<file path="src/rtl/ifu_fetch.sv">
// Instruction fetch stage: owns the PC, issues one word fetch at a time to
// instruction memory and hands each fetched word plus its PC to the decoder.
//
// Handshakes: a transfer happens on a rising edge where valid and ready are
// both high. The producer holds valid and its payload stable until that edge.
// imem_resp_valid is never back-pressured. The decoder side uses
// inst_valid/inst_ready, and the memory request side uses
// imem_req_valid/imem_req_ready.
module ifu_fetch #(
    parameter logic [31:0] RESET_PC = 32'h8000_0000,
    parameter int unsigned TIMEOUT  = 255
) (
    input  logic        clk,
    input  logic        rst,
    input  logic        redirect_valid,
    input  logic [31:0] redirect_pc,
    output logic        imem_req_valid,
    input  logic        imem_req_ready,
    output logic [31:0] imem_req_addr,
    input  logic        imem_resp_valid,
    input  logic [31:0] imem_resp_data,
    output logic        inst_valid,
    input  logic        inst_ready,
    output logic [31:0] inst,
    output logic [31:0] inst_pc,
    output logic        fetch_err
);

    localparam int unsigned TW = $clog2(TIMEOUT + 1);
    localparam logic [TW-1:0] TMAX = TW'(TIMEOUT);

    typedef enum logic [1:0] {
        S_REQ  = 2'd0,
        S_WAIT = 2'd1,
        S_OUT  = 2'd2
    } state_t;

    state_t        state, state_n;
    logic [31:0]   pc, pc_n;
    logic [31:0]   inst_n, inst_pc_n;
    logic          inst_valid_n, fetch_err_n;
    logic          drop, drop_n;
    logic [TW-1:0] tcnt, tcnt_n;

    logic [31:0]   redirect_target;
    logic          redirect_bad;
    logic          timed_out;

    // Misaligned targets are forced onto a word boundary and flagged.
    assign redirect_target = {redirect_pc[31:2], 2'b00};
    assign redirect_bad    = redirect_valid && (redirect_pc[1:0] != 2'b00);
    // Once the counter hits TIMEOUT the stage parks in S_WAIT until reset.
    assign timed_out       = (tcnt == TMAX);

    assign imem_req_valid  = (state == S_REQ);
    assign imem_req_addr   = pc;

    // Next-state and datapath updates; every register holds unless told otherwise.
    always_comb begin
        state_n      = state;
        pc_n         = pc;
        drop_n       = drop;
        tcnt_n       = tcnt;
        inst_n       = inst;
        inst_pc_n    = inst_pc;
        inst_valid_n = inst_valid;
        fetch_err_n  = fetch_err | redirect_bad;

        // A redirect always retargets the PC; the latest one wins.
        if (redirect_valid) begin
            pc_n = redirect_target;
        end

        unique case (state)
            S_REQ: begin
                if (imem_req_ready) begin
                    state_n = S_WAIT;
                    tcnt_n  = '0;
                    // The accepted request fetches the old PC, so its reply is stale.
                    if (redirect_valid) begin
                        drop_n = 1'b1;
                    end
                end
            end
            S_WAIT: begin
                if (timed_out) begin
                    if (redirect_valid) begin
                        drop_n = 1'b1;
                    end
                end else if (imem_resp_valid) begin
                    if (drop || redirect_valid) begin
                        // Stale reply: throw it away and refetch from the new PC.
                        drop_n  = 1'b0;
                        state_n = S_REQ;
                    end else begin
                        inst_n       = imem_resp_data;
                        inst_pc_n    = pc;
                        inst_valid_n = 1'b1;
                        state_n      = S_OUT;
                    end
                end else begin
                    tcnt_n = tcnt + TW'(1);
                    if (tcnt == TMAX - TW'(1)) begin
                        fetch_err_n = 1'b1;
                    end
                    if (redirect_valid) begin
                        drop_n = 1'b1;
                    end
                end
            end
            S_OUT: begin
                if (inst_ready) begin
                    // Delivered; a same-cycle redirect replaces the sequential PC.
                    inst_valid_n = 1'b0;
                    state_n      = S_REQ;
                    if (!redirect_valid) begin
                        pc_n = pc + 32'd4;
                    end
                end else if (redirect_valid) begin
                    // Wrong-path instruction that the decoder never took.
                    inst_valid_n = 1'b0;
                    state_n      = S_REQ;
                end
            end
            default: begin
                state_n = S_REQ;
            end
        endcase
    end

    // State and datapath registers with synchronous reset.
    always_ff @(posedge clk) begin
        if (rst) begin
            state      <= S_REQ;
            pc         <= RESET_PC;
            inst       <= '0;
            inst_pc    <= '0;
            inst_valid <= 1'b0;
            fetch_err  <= 1'b0;
            drop       <= 1'b0;
            tcnt       <= '0;
        end else begin
            state      <= state_n;
            pc         <= pc_n;
            inst       <= inst_n;
            inst_pc    <= inst_pc_n;
            inst_valid <= inst_valid_n;
            fetch_err  <= fetch_err_n;
            drop       <= drop_n;
            tcnt       <= tcnt_n;
        end
    end

endmodule
</file>
<file path="config.mk">
export PLATFORM = sky130hd
export DESIGN_NAME = ifu_fetch
export DESIGN_NICKNAME = d
export VERILOG_FILES = /design/src/rtl/ifu_fetch.sv
export SDC_FILE = /design/constraint.sdc
export NUM_CORES = 1
export LEC_CHECK = 0
export ABC_AREA = 1
export CAP_MARGIN = 20
export CORE_UTILIZATION = 40
export DETAILED_ROUTE_END_ITERATION = 8
export PLACE_DENSITY = 0.71
export SLEW_MARGIN = 10
export SYNTH_ARGS = -nofsm -noshare
export SYNTH_HDL_FRONTEND = slang
export SYNTH_SLANG_ARGS = --single-unit
</file>
<file path="constraint.sdc">
create_clock -name clk -period 1.85 [get_ports clk]
set_clock_uncertainty 0.05 [all_clocks]
set_input_delay 0.2775 -clock clk [delete_from_list [all_inputs] [get_ports clk]]
set_output_delay 0.2775 -clock clk [all_outputs]
set_load 0.05 [all_outputs]
</file>
* Word level (Yosys, flattened, before mapping)
Cells that the tools add are included.
Word-level totals: RAM bits 0, bits of input ports 70, memories 0, flip-flop bits (word level) 109, ROM bits 0, output and inout bits 99, word-level logic and storage cells 66, latch bits 0
Cells by class: equality and inequality tests 11, reduce and logical (&&, ||, !) cells 11, shifts and indexed selects 0, divide/modulo/power cells 0, $add $sub $neg 2, $mul 0, magnitude comparators 0, bitwise logic cells 3, mux-type cells 31
Operators by type and width (count):
- $mux 32 | 4
- $add 32x3->32 const B | 1
- $mux 8 | 3
- $eq 8x8->1 const B | 2
- $pmux 8 s2 | 1
- $mux 1 | 14
- $mux 2 | 6
- $reduce_and 4->1 | 3
- $add 8x1->8 const B | 1
- $ne 2x2->1 const B | 4
- $pmux 2 s3 | 1
- $reduce_bool 2->1 | 3
- $reduce_and 5->1 | 1
- $ne 4x4->1 const B | 1
- $pmux 1 s2 | 2
- $ne 3x3->1 const B | 1
- $reduce_and 3->1 | 1
- $eq 2x1->1 const B | 1
- $eq 2x2->1 const B | 1
- $logic_not 2->1 | 1
- $ne 2x1->1 const B | 1
- $not 1->1 | 2
- $logic_and 1x1->1 | 1
- $logic_or 1x1->1 | 1
- $or 1x1->1 | 1

* Longest topological paths before layout
Gate-level depths: netlist of run 1.
depth in word-level cells 7, depth in mapped cells 10, gate-level depth less buffers 10

* Worst setup path after synthesis of run 1
No wires, ideal clock.
path type register to register, start point reg pc[3], in the netlist imem_req_addr[3], end point reg pc[18], in the netlist imem_req_addr[18], buffers on the path 0, clock period less this slack 1889 ps, stages on the path, launching flop included 9, data arrival time 1724 ps, library setup time 115 ps, data required time 1685 ps, slack -39 ps, cell sequence dfxtp_1 ha_1 nand3_1 nor2_1 nand4_1 o21ai_0 nand2_1 o21ai_0 inv_1
On the way: longest elaborated chain between the ends 4
RTL lines:
- from (decl) | RTL line 39 | logic [31:0] pc, pc_n;
- from (signal assigned) | RTL line 144 | pc <= pc_n;
- $add 32x3->32 | RTL line 117 | pc_n = pc + 32'd4;
- $mux 32 | RTL line 116 | if (!redirect_valid) begin
- $mux 32 | RTL line 112 | if (inst_ready) begin
- $mux 32 | RTL line 74 | unique case (state)
Every way passes these cells. A chain may end at the register's enable or synchronous reset.

* Worst setup path in the final report of run 1
start point reg inst_pc[28], end point out inst_pc[28]
RTL lines:
- from (decl) | RTL line 25 | output logic [31:0] inst_pc,
- from (signal assigned) | RTL line 146 | inst_pc <= inst_pc_n;
No word-level cell between the ends.

==> results of run 1 <==
cell usage in the layout (no fill, tap or decap), drive strengths merged, types with 3 or more instances in the layout:
cell	Yosys	final
nor2	89	89
dfxtp	109	109
o21ai	42	42
clkdlybuf4s50	0	84
a21oi	100	100
xor2	5	5
clkbuf	19	12
dlymetal6s2s	0	22
ha	3	3
o211ai	5	5
inv	65	66
nand4	18	18
nor3	7	7
nand2	198	198
dlygate4sd2	0	3
buf	29	98
nand3	99	99
worst paths after layout:
check	start	endpoint	slack, ns	cells after the start
max	inst_pc[28]	inst_pc[28]	0.02	1
min	rst	tcnt[1]	0.23	3
max reg2reg	imem_req_addr[4]	imem_req_addr[23]	0.16	9
min reg2reg	inst[12]	inst[12]	0.41	2
worst reg2reg max path: stages, from the launching register on:
cell and delay (ns):
dfxtp_1 0.43, nand2_1 0.08, nor2_1 0.25, nand2_1 0.10, nor2_1 0.27, nand2_1 0.11
nand2_1 0.08, nand2_1 0.05, nor2_1 0.10, a21oi_1 0.07
metrics by stage:
step / utilization / setup WS [ns]
after floorplan: - / 0.009965
after global placement: 0.5489 / 0.1304
after detailed placement: 0.5489 / 0.1115
after CTS: 0.5721 / 0.001794
after global routing: 0.5766 / 0.001057
final: 0.5766 / 0.01858
layout make-up:
cell class | count | area (sq um)
Tap cell | 176 | 220.2
Timing Repair Buffer | 207 | 1923
Inverter | 67 | 252.7
Multi-Input combinational cell | 577 | 2745
Sequential cell | 109 | 2185
Clock buffer | 12 | 256.5
Fill cell | 1315 | 5607
Clock inverter | 4 | 53.80
sequential cells by signal, summed over array words and instances (netlist names):
| signal | cells |
|---|---|
| drop | 1 |
| fetch_err | 1 |
| imem_req_addr | 32 |
| inst | 32 |
| inst_pc | 32 |
| inst_valid | 1 |
| state | 2 |
| tcnt | 8 |
power breakdown:
group / internal, uW / total, uW / switching [uW]
registers: 2420 / 2500 / 82.2
clock network: 1130 / 2030 / 903
logic: 381 / 1000 / 622
logic make-up (layout without fill, tap and decap cells):
kind of cell    Yosys count  count (layout)  synth area share
fa+ha+maj                 3               3          0.006899
simple gates            413             413            0.3362
flops                   109             109            0.4010
buf+inv                 115             290           0.09680
xor+xnor                  7               7           0.01127
compound gates          154             154            0.1479
layer usage:
layer / part of all wire / GRT usage / vias up
li1: - / - / 2965
met2: 0.46 / 0.3721 / 179
met3: 0.062 / 0.04488 / 13
met1: 0.47 / 0.3203 / 2651
met4: 0.011 / 0.06250 / 0
met5: 0 / 0 / -
repair_timing:
item,in CTS,in global routing
setup endpoints to repair,3,24
pin swaps,0,0
resized for setup,3,23
==> results.cfg, run 1 <==
[worst_setup_path]
slowest_delay_ns = 0.81
worstPathArrival_ns = 1.50
path_class = register to output pin
path_buf_inv = 1
cp-start-kind = register
cp-end-kind = output pin
cpMaxStageDelayCell = clkdlybuf4s50_1
path_cells = clkdlybuf4s50_1
required_ns = 1.52
worst-path-max-fanout = 2
crit_family = buffers and inverters

[logic_synthesis]
synthTopCellsByArea = dfxtp_1 (40%), nand2_1 (13%), a21oi_1 (9.2%)
synth-seq-cells = 109
syn-num-nets = 874
synth_cell_types = 34
ys_warn_count = 0
synthFlopType = dfxtp_1
netlist_instances = 801
synth_top_area_frac = 0.4010
synth_enable_flop_cells = 0
ys_seq_area_frac = 0.4010
yosysTopAreaCell = dfxtp_1
syn_area_per_cell_sq_um = 6.793
synthArstFlopShare = 0
ys_top_cells_by_count = nand2_1 (194), dfxtp_1 (109), a21oi_1 (100)
synth_area_sq_mm = 0.005441
yosysMostFrequentCell = nand2_1

[routing]
ant_nets = 0
dr.pass1.iters = 5
drt-wirelength-per-cell_microns = 14.36
vias = 5808
drt_wl_total_microns = 16540
drcViolationCount = 0
avgViaCountPerCell = 5.042
first_iter_violations = 401

[clock_tree]
clkLatencyLatePin_ns = 0.35
clock_sinks = 109
cts_buffers = 9
ctsHoldBuffers = 0
cts_max_level = 3
cts_tree = built
cts_max_path_buffers = 2
cts_root_buf = clkbuf_16
post_cts_buffers = 0
clkTransAtPathRegs_ns = 0.08

[placement]
dpl.hpwl_microns = 11880
dp_cells = 1136
portBuffers = 168
postPlaceCellArea_sq_mm = 0.007269
place.gp.congestion = 0.8711

[power_and_ir_drop]
p_leak_uw = 0.003424
irDropWorstVdd_mv = 0.5334
powerDensity_mw_per_mm2 = 725.3
power.total_uw = 5539

[global_route]
grt_max_degree = 43
grt_pass1_wl_microns = 26590
grt_pass1_vias = 5201
antenna_found_initial = 0
grt-ovfl-total = 0
grt_usage = 0.2333

[sta]
worst_pin_slew_ns = 0.5346
hold_viol_final = 0
slew_violations = 0
fin_setup_tns_ns = 0
min_period_ns = 1.831
setup_viol = 0
fin_crit_sh = 0.9900
hold_slack_ns = 0.2279
slew_headroom = 0.6430
grt_setup_unrepaired = no
fmax_mhz = 546.0

[final_layout]
n_antenna_cell = 0
stdcell_count = 1152
fin_nets = 1044
syn_to_final_growth_pct = 40.33
drive_gt1_frac = 0.1455
finalInstanceArea_sq_mm = 0.007636

[floorplan]
core-area_sq_mm = 0.01324
die_area_sq_mm = 0.01407
die_h_microns = 118.6
io_pins = 169
rows = 42
die_w_microns = 118.6
start_util = 0.4109

[status]
outcome = finished clean

[flow_run]
drv_cap = 0

[min_path]
hp-class = input pin to register
Note: power is estimated with default switching activity, not from simulation.
==> run 2: changes to the inputs <==
--- a/config.mk
+++ b/config.mk
@@ -5,11 +5,10 @@
 export SDC_FILE = /design/constraint.sdc
 export NUM_CORES = 1
 export LEC_CHECK = 0
-export ABC_AREA = 1
 export CAP_MARGIN = 20
-export CORE_UTILIZATION = 40
+export CORE_UTILIZATION = 27
 export DETAILED_ROUTE_END_ITERATION = 8
-export PLACE_DENSITY = 0.71
+export PLACE_DENSITY = 0.54
 export SLEW_MARGIN = 10
 export SYNTH_ARGS = -nofsm -noshare
 export SYNTH_HDL_FRONTEND = slang
==> run 2 against run 1 <==
Compared with the run above: the run now ends with negative setup slack left; first-iteration DRC count fell by 48%; cell area rose by 1.2%; register-to-register slack got worse by 0.23 ns; sequential share of layout area rose by 0.40 points; synthesized cell count fell by 24%; count of clock-buffer cells in the layout rose by 1; utilization fell by 13 points; highest routed layer unchanged.
==> results.cfg, run 2 <==
[logic_synthesis]
synth_cell_types = 48
ys_warn_count = 0
synthArstFlopShare = 0
ys_top_cells_by_count = nand2_1 (153), dfxtp_1 (109), a21oi_1 (75)
yosysTopAreaCell = dfxtp_1
synthTopCellsByArea = dfxtp_1 (46%), nand2_1 (12%), a21oi_1 (7.9%)
netlist_instances = 605
syn-num-nets = 678
yosysMostFrequentCell = nand2_1
syn_area_per_cell_sq_um = 7.892
synthFlopType = dfxtp_1
synth-seq-cells = 109
synth_enable_flop_cells = 0
ys_seq_area_frac = 0.4570
synth_area_sq_mm = 0.004775
synth_top_area_frac = 0.4570

[clock_tree]
cts_buffers = 9
clkTransAtPathRegs_ns = 0.07
clkLatencyLatePin_ns = 0.35
cts_max_path_buffers = 2
cts_tree = built
clock_sinks = 109
cts_max_level = 3
cts_root_buf = clkbuf_16
ctsHoldBuffers = 0

[final_layout]
postLayoutCoreUtil = 0.4467
nFillCells = 1739
final_cell_mix = nand2_1 (152), buf_4 (116), dfxtp_1 (84)
syn_to_final_growth_pct = 61.82
drive_gt1_frac = 0.2285
fin_nets = 896
mostFrequentLayoutCell = nand2_1
n_antenna_cell = 0

[placement]
post-place-ws_ns = -0.5486
portBuffers = 168
dpl.hpwl_microns = 12190
place.gp.congestion = 0.8108

[sta]
slew_headroom = 0.6531
fmax_mhz = 520.3
fin_crit_sh = 1.039
grt_setup_unrepaired = yes
hold_viol_final = 0
setup_ws_ns = -0.07208
fin_setup_tns_ns = -0.3967
worst_pin_slew_ns = 0.5157
slew_violations = 0
min_period_ns = 1.922
setup_viol = 9

[floorplan]
io_pins = 169
rows = 48
start_util = 0.2760
core-area_sq_mm = 0.01730
die_w_microns = 135.0
die_area_sq_mm = 0.01822
die_h_microns = 135.0

[min_path]
hold_start = rst
hp-class = input pin to register
whs_path_depth = 2
hold_end = inst_pc[9]

[routing]
ant_nets = 0
first_iter_violations = 209
drt-wirelength-per-cell_microns = 16.55
drt_wl_total_microns = 17410
drcViolationCount = 0
avgViaCountPerCell = 4.953
vias = 5211
dr.pass1.iters = 5

[worst_setup_path]
cp-end-kind = register
required_ns = 2.05
path_class = register to register
r2r_start = imem_req_addr[2]
cp-start-kind = register
r2r-end = imem_req_addr[19]
r2r_cells = 5
rrSetupSlack_ns = -0.07
worst-path-max-fanout = 9
worstPathArrival_ns = 2.12

[global_route]
grt_pass1_vias = 5064
grt-ovfl-total = 0
antenna_found_initial = 0
grt_pass1_wl_microns = 26520
grt_usage = 0.1846
grt_max_degree = 57

[power_and_ir_drop]
powerDensity_mw_per_mm2 = 705.3
irDropWorstVdd_mv = 0.4504
p_leak_uw = 0.003383
power.total_uw = 5449

[flow_run]
drv_cap = 0

[status]
violations = negative setup slack
outcome = finished with violations
-- run 2: worst max-delay path by stage --
stage                           from           endpoint  slack (ns)  cells past startpoint
global placement          inst_ready  imem_req_addr[27]       -0.43                      5
global route        imem_req_addr[2]  imem_req_addr[21]       -0.13                      4
detailed placement        inst_ready  imem_req_addr[25]       -0.55                      5
finish              imem_req_addr[2]  imem_req_addr[19]       -0.07                      5
CTS                 imem_req_addr[3]  imem_req_addr[25]       -0.08                      4
floorplan           imem_req_addr[2]  imem_req_addr[18]       -0.25                      6
-- run 2: worst max-delay path, cell delays in order, from the launching register on --
cell and delay (ns):
dfxtp_4 0.39, nand3_4 0.08, or4_4 0.55, buf_4 0.19
or3_1 0.30, a311oi_1 0.27
-- run 2: final cells by class --
| type | instances | area (sq um) | area share |
|---|---|---|---|
| multi-input combinational | 445 | 2516 | 0.3257 |
| timing repair buffer | 249 | 2366 | 0.3062 |
| sequential | 109 | 2241 | 0.2900 |
| tap | 225 | 281.5 | 0.03644 |
| clock buffer | 13 | 271.5 | 0.03514 |
| inverter | 9 | 33.78 | 0.004372 |
| clock inverter | 2 | 16.27 | 0.002105 |
-- run 2: cells by family (layout without fill, tap and decap cells) --
logic type,Yosys count,in the layout,synth area share
mux,6,6,0.01284
flops,109,109,0.4570
fa+ha+maj,3,3,0.007862
xor+xnor,7,7,0.01284
compound gates,142,142,0.1803
simple gates,287,287,0.2870
buf+inv,51,273,0.04219
-- run 2: timing repair --
item                       4_1_cts  5_1_grt
pin swaps                        6        8
setup endpoints to repair       27       96
gates resized for setup         21       48
cloned                           0        4
buffers inserted                 3        2
-- run 2: power by group --
group	total, uW	internal [uW]	switching (uW)
Clock	1920	1030	889
Combinational	1030	423	604
Sequential	2500	2430	75.9
Total	5450	3880	1570
-- run 2: stage by stage --
stage	cell area [sq um]	hold WS, ns	instances
3_5_place_dp	7154	0.3978	1028
4_1_cts	7470	0.2969	1046
3_3_place_gp	7154	0.3909	1028
6_report	7726	0.3091	1052
5_1_grt	7726	0.3316	1052
2_1_floorplan	4877	0.3272	605
-- run 2: routing by layer --
layer	wire (microns)	up-vias	global-route usage
met2	8813	114	0.3210
li1	-	2566	-
met3	861	10	0.03378
met4	211	0	0.05805
met5	0	-	0
met1	7527	2521	0.2296
==> run 3: changes to the inputs <==
--- a/config.mk
+++ b/config.mk
@@ -8,8 +8,8 @@
 export CAP_MARGIN = 20
 export CORE_UTILIZATION = 27
 export DETAILED_ROUTE_END_ITERATION = 8
-export PLACE_DENSITY = 0.54
-export SLEW_MARGIN = 10
+export PLACE_DENSITY_LB_ADDON = 0.3
+export SLEW_MARGIN = 20
 export SYNTH_ARGS = -nofsm -noshare
 export SYNTH_HDL_FRONTEND = slang
 export SYNTH_SLANG_ARGS = --single-unit
==> run 3 against run 2 <==
Compared with the run above: the flow still finishes with violations (negative setup slack); first-iteration DRC count up 46%; sequential share of layout area down 0.057 points; power up 0.74%; count of clock-buffer cells in the layout down 4; worst setup slack better by 0.037 ns; utilization up 0.14 points; maximum frequency up 1.9%; die area unchanged; highest routed layer unchanged; register-to-register slack better by 0.04 ns; critical path depth unchanged; sequential cell count unchanged; worst hold slack worse by 0.051 ns.
==> results.cfg, run 3 (synthesized netlist as in run 2, its figures left out) <==
[placement]
dpl.hpwl_microns = 11810
dp_cells = 1034
place.gp.congestion = 0.7812
post-place-ws_ns = -0.4577
portBuffers = 168

[power_and_ir_drop]
power.total_uw = 5490
irDropWorstVdd_mv = 0.4436
p_leak_uw = 0.003285
powerDensity_mw_per_mm2 = 708.3

[final_layout]
stdcell_count = 1060
fin_nets = 903
mostFrequentLayoutCell = nand2_1
drive_gt1_frac = 0.2647
n_antenna_cell = 0
final_cell_mix = nand2_1 (151), buf_4 (138), dfxtp_1 (82)
syn_to_final_growth_pct = 62.32
nFillCells = 1755

[floorplan]
rows = 48
io_pins = 169
start_util = 0.2760
die_area_sq_mm = 0.01822
die_h_microns = 135.0
die_w_microns = 135.0
core-area_sq_mm = 0.01730

[sta]
hold_viol_final = 0
worst_pin_slew_ns = 0.5199
slew_violations = 0
setup_ws_ns = -0.03548
fmax_mhz = 530.4
min_period_ns = 1.885
grt_setup_unrepaired = yes
fin_crit_sh = 1.019
slew_headroom = 0.6528
fin_setup_tns_ns = -0.07517
setup_viol = 5

[global_route]
grt_max_degree = 48
grt_pass1_wl_microns = 25680
grt_pass1_vias = 4897
antenna_found_initial = 0
grt_usage = 0.1805
grt-ovfl-total = 0

[clock_tree]
cts_max_path_buffers = 2
cts_tree = built
clock_sinks = 109
cts_max_level = 3
cts_buffers = 9
cts_root_buf = clkbuf_16
clkLatencyLatePin_ns = 0.37
clkTransAtPathRegs_ns = 0.08
ctsHoldBuffers = 0

[routing]
drt-wirelength-per-cell_microns = 15.41
ant_nets = 0
vias = 5143
avgViaCountPerCell = 4.852
first_iter_violations = 305
drcViolationCount = 0
dr.pass1.iters = 5
drt_wl_total_microns = 16330

[status]
violations = negative setup slack
outcome = finished with violations

[min_path]
whs_path_depth = 2
hp-class = input pin to register

[worst_setup_path]
required_ns = 2.07
r2r_cells = 5
cp-start-kind = register
worstPathArrival_ns = 2.11
path_class = register to register
cp-end-kind = register
worst-path-max-fanout = 4

[flow_run]
drv_cap = 0
==> run 3: cell count changes in the layout (fill, tap and decap cells not counted), moves of 3 or more <==
cell	change
buf_4	+22
clkbuf_16	-4
clkdlybuf4s50_1	-5
dlymetal6s2s_1	-8
or4_4	+3
==> run 3: timing repair <==
action	CTS	global route
cloned	1	0
gates resized for setup	25	46
hold endpoints to repair	0	0
pin swaps	18	10
buffers inserted	4	5
setup endpoints to repair	26	38
==> run 3: final timing paths <==
check	start	end	slack [ns]
max	imem_req_addr[2]	imem_req_addr[18]	-0.04
min reg2reg	inst_pc[12]	inst_pc[12]	0.40
max reg2reg	imem_req_addr[2]	imem_req_addr[18]	-0.04
min	rst	inst_pc[29]	0.26
==> run 3: layer usage <==
metal | vias up | track usage | wire length (microns)
met5 | - | 0 | 0
met4 | 0 | 0.05181 | 207
met3 | 14 | 0.05556 | 1265
met2 | 149 | 0.3015 | 7745
met1 | 2399 | 0.2223 | 7115
li1 | 2581 | - | -
==> run 3: layout make-up <==
type,count,area [sq um],share of cell area
Clock inverter,7,77.57,0.01001
Timing Repair Buffer,255,2317,0.2990
Inverter,9,33.78,0.004359
Multi-Input combinational cell,446,2571,0.3318
Sequential cell,109,2243,0.2895
Tap cell,225,281.5,0.03633
Clock buffer,9,225.2,0.02906
==> run 3: report_power, final <==
part | internal [uW] | switching [uW]
logic | 426 | 607
clock network | 960 | 1000
registers | 2430 | 67.3
total | 3810 | 1680
==> run 3: critical path, cell delays in order, from the launching register on <==
cell,delay (ns)
dfxtp_4,0.38
ha_4,0.15
nand3_4,0.07
or3_4,0.39
or4_4,0.49
a311oi_2,0.25
==> run 3: metrics by stage <==
| step | hold WS (ns) | util | area [sq um] |
|---|---|---|---|
| after floorplan | 0.3272 | - | 4877 |
| final | 0.2580 | 0.4481 | 7750 |
| after CTS | 0.2420 | 0.4366 | 7552 |
| after global routing | 0.2511 | 0.4481 | 7750 |
| after detailed placement | 0.3968 | 0.4167 | 7207 |
| after global placement | 0.3913 | 0.4167 | 7207 |
